<file path="config.mk">
export PLATFORM = sky130hd
export DESIGN_NAME = bmul_seq
export DESIGN_NICKNAME = d
export VERILOG_FILES = /design/src/rtl/bmul_pkg.sv /design/src/rtl/bmul_seq_pp_gen.sv /design/src/rtl/bmul_seq.sv
export SDC_FILE = /design/constraint.sdc
export NUM_CORES = 1
export LEC_CHECK = 0
export BUFFER_PORTS_ARGS = -buffer_cell sky130_fd_sc_hd__buf_2
export CAP_MARGIN = 30
export CORE_ASPECT_RATIO = 0.8
export CORE_MARGIN = 2
export CORE_UTILIZATION = 60
export DETAILED_ROUTE_END_ITERATION = 16
export PLACE_DENSITY = 0.81
export SETUP_SLACK_MARGIN = 0.5
export SLEW_MARGIN = 40
export SYNTH_ARGS = -nofsm -noshare
export SYNTH_HDL_FRONTEND = slang
export SYNTH_SLANG_ARGS = --single-unit
</file>
<file path="constraint.sdc">
create_clock -name clk -period 5.1 [get_ports clk]
set_input_delay 1.02 -clock clk [delete_from_list [all_inputs] [get_ports clk]]
set_output_delay 1.02 -clock clk [all_outputs]
set_load 0.05 [all_outputs]
</file>
<file path="src/rtl/bmul_pkg.sv">
// Shared types and helpers for the bmul_seq iterative multiplier.
// State encoding, default width and operand magnitude helper.
package bmul_pkg;

   typedef enum logic [1:0] {
      IDLE = 2'd0,
      CALC = 2'd1,
      DONE = 2'd2
   } state_t;

   localparam int DEF_DATAWD = 8;
   localparam int MAGWD      = 64;

   // Caller sign-extends x when sgn=1; the most negative value maps to
   // its unsigned magnitude once truncated back to the operand width.
   function automatic logic [MAGWD-1:0] mag(
      input logic [MAGWD-1:0] x,
      input logic             sgn
   );
      mag = (sgn && x[MAGWD-1]) ? -x : x;
   endfunction

endpackage

</file>
<file path="src/rtl/bmul_seq_pp_gen.sv">
// Partial product of the multiplicand magnitude and one BPC-bit chunk.
// Kept separate so a recoded (Booth) generator can replace it later.
module bmul_pp_gen #(
   parameter int DATAWD = 8,
   parameter int BPC    = 1
) (
   input  logic [DATAWD-1:0]     a,
   input  logic [BPC-1:0]        chunk,
   output logic [DATAWD+BPC-1:0] pp
);

   assign pp = {{BPC{1'b0}}, a} * {{DATAWD{1'b0}}, chunk};

endmodule

</file>
<file path="src/rtl/bmul_seq.sv">
// Iterative shift-add multiplier, BPC multiplier bits retired per cycle.
// Optional BMUL_SEQ_EARLY_TERM_EN: finish once remaining multiplier is 0.
module bmul_seq
   import bmul_pkg::*;
#(
   parameter int DATAWD = DEF_DATAWD,
   parameter int BPC    = 1
) (
   input  logic                clk,
   input  logic                rst_n,
   input  logic                iValid,
   output logic                iReady,
   input  logic                iSigned,
   input  logic [DATAWD-1:0]   iA,
   input  logic [DATAWD-1:0]   iB,
   output logic                oValid,
   input  logic                oReady,
   output logic [2*DATAWD-1:0] oC
);

   localparam int NCYC = DATAWD / BPC;
   localparam int PW   = 2 * DATAWD;
   localparam int CW   = (NCYC > 1) ? $clog2(NCYC) : 1;
   localparam logic [CW-1:0] CNT_LAST = CW'(NCYC - 1);

   state_t                  state;
   logic [DATAWD-1:0]       a_mag;
   logic [DATAWD-1:0]       b_rem;
   logic [DATAWD-1:0]       b_next;
   logic                    neg;
   logic [PW-1:0]           acc;
   logic [PW-1:0]           acc_next;
   logic [PW-1:0]           pp_ext;
   logic [CW-1:0]           cnt;
   logic [DATAWD+BPC-1:0]   pp;
   logic                    last;
   logic [MAGWD-1:0]        a_ext;
   logic [MAGWD-1:0]        b_ext;

   assign iReady = (state == IDLE);

   bmul_pp_gen #(
      .DATAWD (DATAWD),
      .BPC    (BPC)
   ) u_pp (
      .a     (a_mag),
      .chunk (b_rem[BPC-1:0]),
      .pp    (pp)
   );

   // Next accumulator, remaining multiplier and end-of-operation flag.
   always_comb begin
      a_ext    = {{(MAGWD-DATAWD){iSigned & iA[DATAWD-1]}}, iA};
      b_ext    = {{(MAGWD-DATAWD){iSigned & iB[DATAWD-1]}}, iB};
      pp_ext   = PW'(pp);
      acc_next = acc + (pp_ext << (cnt * BPC));
      b_next   = b_rem >> BPC;
      last     = (cnt == CNT_LAST);
`ifdef BMUL_SEQ_EARLY_TERM_EN
      last     = last || (b_next == '0);
`endif
   end

   // Control FSM with registered result and valid.
   always_ff @(posedge clk or negedge rst_n) begin
      if (!rst_n) begin
         state  <= IDLE;
         a_mag  <= '0;
         b_rem  <= '0;
         neg    <= 1'b0;
         acc    <= '0;
         cnt    <= '0;
         oC     <= '0;
         oValid <= 1'b0;
      end else begin
         unique case (state)
            IDLE: begin
               if (iValid) begin
                  a_mag <= DATAWD'(mag(a_ext, iSigned));
                  b_rem <= DATAWD'(mag(b_ext, iSigned));
                  neg   <= iSigned & (iA[DATAWD-1] ^ iB[DATAWD-1]);
                  acc   <= '0;
                  cnt   <= '0;
                  state <= CALC;
               end
            end
            CALC: begin
               acc   <= acc_next;
               b_rem <= b_next;
               cnt   <= cnt + CW'(1);
               if (last) begin
                  oC     <= neg ? -acc_next : acc_next;
                  oValid <= 1'b1;
                  state  <= DONE;
               end
            end
            DONE: begin
               if (oReady) begin
                  oValid <= 1'b0;
                  state  <= IDLE;
               end
            end
            default: state <= IDLE;
         endcase
      end
   end

endmodule

</file>
==> impl_metrics.py <==
metrics = {
    "clocking": {
        "insertion_delay_ns": 0.31,
        "cts.hold.buffers_added": 0,
        "htree_levels": 2,
        "cts_tree": "done",
        "ctsRootBufferMaster": "clkbuf_8",
        "post-cts-setup-buffers": 0,
        "cts_made_buffers": 5,
        "buffer_depth_of_the_longest_clock_path": 2,
        "cts.sinks": 55,
        "post_cts_resize_count": 0,
        "clk_pin_slew_worst_paths_ns": 0.10,
    },
    "drt": {
        "routed_wirelength_um": 9571,
        "post_dr_vias_cell": 6.126,
        "detail_route.iter0.violations": 287,
        "vias": 3443,
        "drt_first_pass_iters": 5,
        "ant_nets": 0,
        "drcViolationCount": 0,
        "avgRoutedWirePerCell_um": 17.03,
    },
    "cells_and_area": {
        "drive_above_1_share_pct": 12.13,
        "flow.area_growth_from_synthesis_pct": 8.694,
        "num-nets-final": 520,
        "antennaDiodeCount": 0,
        "layout.cells.non_filler": 562,
        "fin_util_pct": 66.52,
        "fin_area_um2": 4177,
    },
    "worst_hold_path": {
        "hold_path_class": "reg2reg",
    },
    "floorplan": {
        "boundaryPins": 39,
        "core_area_um2": 6279,
        "placement_rows": 26,
        "floorplan.die_area_um2": 7064,
        "fp.dieW_um": 93.47,
        "floorplan.die.height_um": 75.58,
        "initial_core_util_pct": 61.20,
    },
    "yosys": {
        "synth-async-reset-ratio_pct": 100.0,
        "yosysUniqueCellTypes": 54,
        "post_synth_instance_area_um2": 3842,
        "postSynthCellCount": 453,
        "synth_top_cells_by_count": "63 x nand2_1, 55 x dfrtp_1, 47 x o21ai_0, 30 x nor2_1, 27 x xnor2_1",
        "leading_post_synthesis_cells_by_cell_area": "dfrtp_1 36%, ha_1 6.8%, nand2_1 6.2%",
        "synth-edff-count": 0,
        "ys_seq_area_share_pct": 35.82,
        "synthesis.area_per_instance_um2": 8.482,
        "syn-num-nets": 496,
        "yosysTopAreaCell": "dfrtp_1",
        "yosysWarningCount": 0,
        "area_share_of_the_leading_cell_type_in_the_synthesized_netlist_pct": 35.82,
        "postSynth.topFlopCell": "dfrtp_1",
        "post-synth-top-count-cell": "nand2_1",
        "postSynthRegisterBits": 55,
    },
    "flow_run": {
        "drv.max_cap_violation_count": 0,
    },
    "sta": {
        "skew_ns": 0.004332,
        "minimum_period_implied_by_the_final_worst_setup_slack_ns": 4.121,
        "tightest_slew_ns": 0.8459,
        "max_slew_margin_pct": 43.47,
        "rsz0062_at_grt": "no",
        "final.period_utilization_pct": 80.80,
        "slew_viol_final": 0,
        "timing.final.setup_violations": 0,
        "setup_tns_ns": 0,
        "finalHoldViolCount": 0,
        "max_freq_ghz": 0.2427,
    },
    "pwr": {
        "power_leakage_uw": 0.001914,
        "ir_worst_vdd_mv": 0.4219,
        "p_per_area_nw_per_um2": 753.3,
    },
    "critical_path": {
        "cp.required_ns": 5.29,
        "timing.critical_path.fanout_max": 13,
        "timing.critical_path.to_type": "flip-flop",
        "worst_setup_path_start_kind": "flip-flop",
        "path_class": "reg2reg",
        "crit_arrival_ns": 4.31,
    },
    "place": {
        "place_area_um2": 4063,
        "dp_hpwl_um": 7303,
        "post_place_cells": 554,
        "gp_routability_congestion": 0.9372,
        "io_buffers": 38,
    },
    "outcome": {
        "outcome": "finished, final reports clean",
    },
    "grt": {
        "gr-total-overflow": 0,
        "number_of_global_route_vias_before_repair": 3155,
        "pin_count_of_the_biggest_net_entering_global_routing": 34,
        "grt_use_total_pct": 28.75,
        "antenna_violations_before_repair": 0,
        "grt_pass1_wl_um": 15880,
    },
}
[final cells by class]
type / count / area, um^2
Fill cell: 507 / 2102
Sequential cell: 55 / 1376
Inverter: 15 / 56.30
Timing Repair Buffer: 40 / 205.2
Multi-Input combinational cell: 360 / 2322
Clock buffer: 6 / 72.57
Tap cell: 84 / 105.1
Clock inverter: 2 / 38.79
[cells in the final DEF, fill, tap and decap left out, drive strengths merged, types with 7 or more instances in the layout]
| cell type | synthesis | final |
|---|---|---|
| nand2 | 63 | 63 |
| dfrtp | 55 | 55 |
| o21ai | 53 | 53 |
| buf | 3 | 40 |
| nor2 | 30 | 30 |
| xnor2 | 27 | 27 |
| a21oi | 24 | 24 |
| nand3 | 22 | 22 |
| ha | 21 | 21 |
| inv | 15 | 16 |
| mux2i | 10 | 10 |
| xor2 | 10 | 10 |
| nor3 | 9 | 9 |
| a21o | 7 | 7 |
| o31ai | 7 | 7 |
[state kept, by name (all words and copies together) (netlist names)]
register,count
a_mag,8
acc,16
b_rem,8
cnt,3
neg,1
oC,16
oValid,1
state,2
[logic make-up after synthesis]
group | count (synthesis) | synth area share, %
AND/OR/NAND/NOR | 150 | 17.39
adder cells (fa/ha/maj) | 22 | 7.359
flip-flops | 55 | 35.82
buffers and inverters | 38 | 3.940
XOR/XNOR | 37 | 8.434
multiplexers | 12 | 3.191
AO/OA/AOI/OAI | 139 | 23.87
[per-stage QoR]
stage | power [uW] | hold slack [ns] | worst slack (ns)
5_1_grt | 3397 | 0.5348 | 0.7404
3_3_place_gp | 2747 | 0.4578 | 1.179
4_1_cts | 3109 | 0.4887 | 1.077
2_1_floorplan | 2336 | 0.4563 | 1.464
6_report | 3146 | 0.4822 | 0.9791
3_5_place_dp | 2809 | 0.4654 | 1.093
[per-layer routing]
| metal | global-route usage (%) | wire length (um) | vias to the layer above |
|---|---|---|---|
| met1 | 43.39 | 4643 | 1607 |
| met4 | 8.497 | 170 | 0 |
| met5 | 0 | 0 | - |
| met2 | 42.69 | 4065 | 138 |
| met3 | 4.847 | 691 | 15 |
| li1 | - | - | 1683 |
[final timing paths]
kind,end,cells past startpoint,from,slack [ns]
worst max-delay path,oC[13],12,cnt[0],0.98
worst min-delay path,oC[11],2,oC[11],0.48
worst max register to register,oC[13],12,cnt[0],0.98
worst min register to register,oC[11],2,oC[11],0.48
max in group asynchronous,acc[7],2,rst_n,3.60
min in group asynchronous,state[1],1,rst_n,0.69
[critical path, stage by stage, from the launching register on]
cell and delay (ns):
dfrtp_1 0.67, mux2_2 0.40, nand2_1 0.09, o22a_1 0.15
o22ai_1 0.09, ha_1 0.41, a21o_1 0.23, a221oi_1 0.36
xor2_1 0.43, nand4_1 0.36, o41ai_1 0.54, xor2_1 0.19
o21ai_1 0.07
[where the power goes]
part	switching (uW)	total [uW]	internal (uW)
clock	151	299	149
sequential	196	826	630
combinational	1320	2020	701
(Power assumes the default switching activity.)
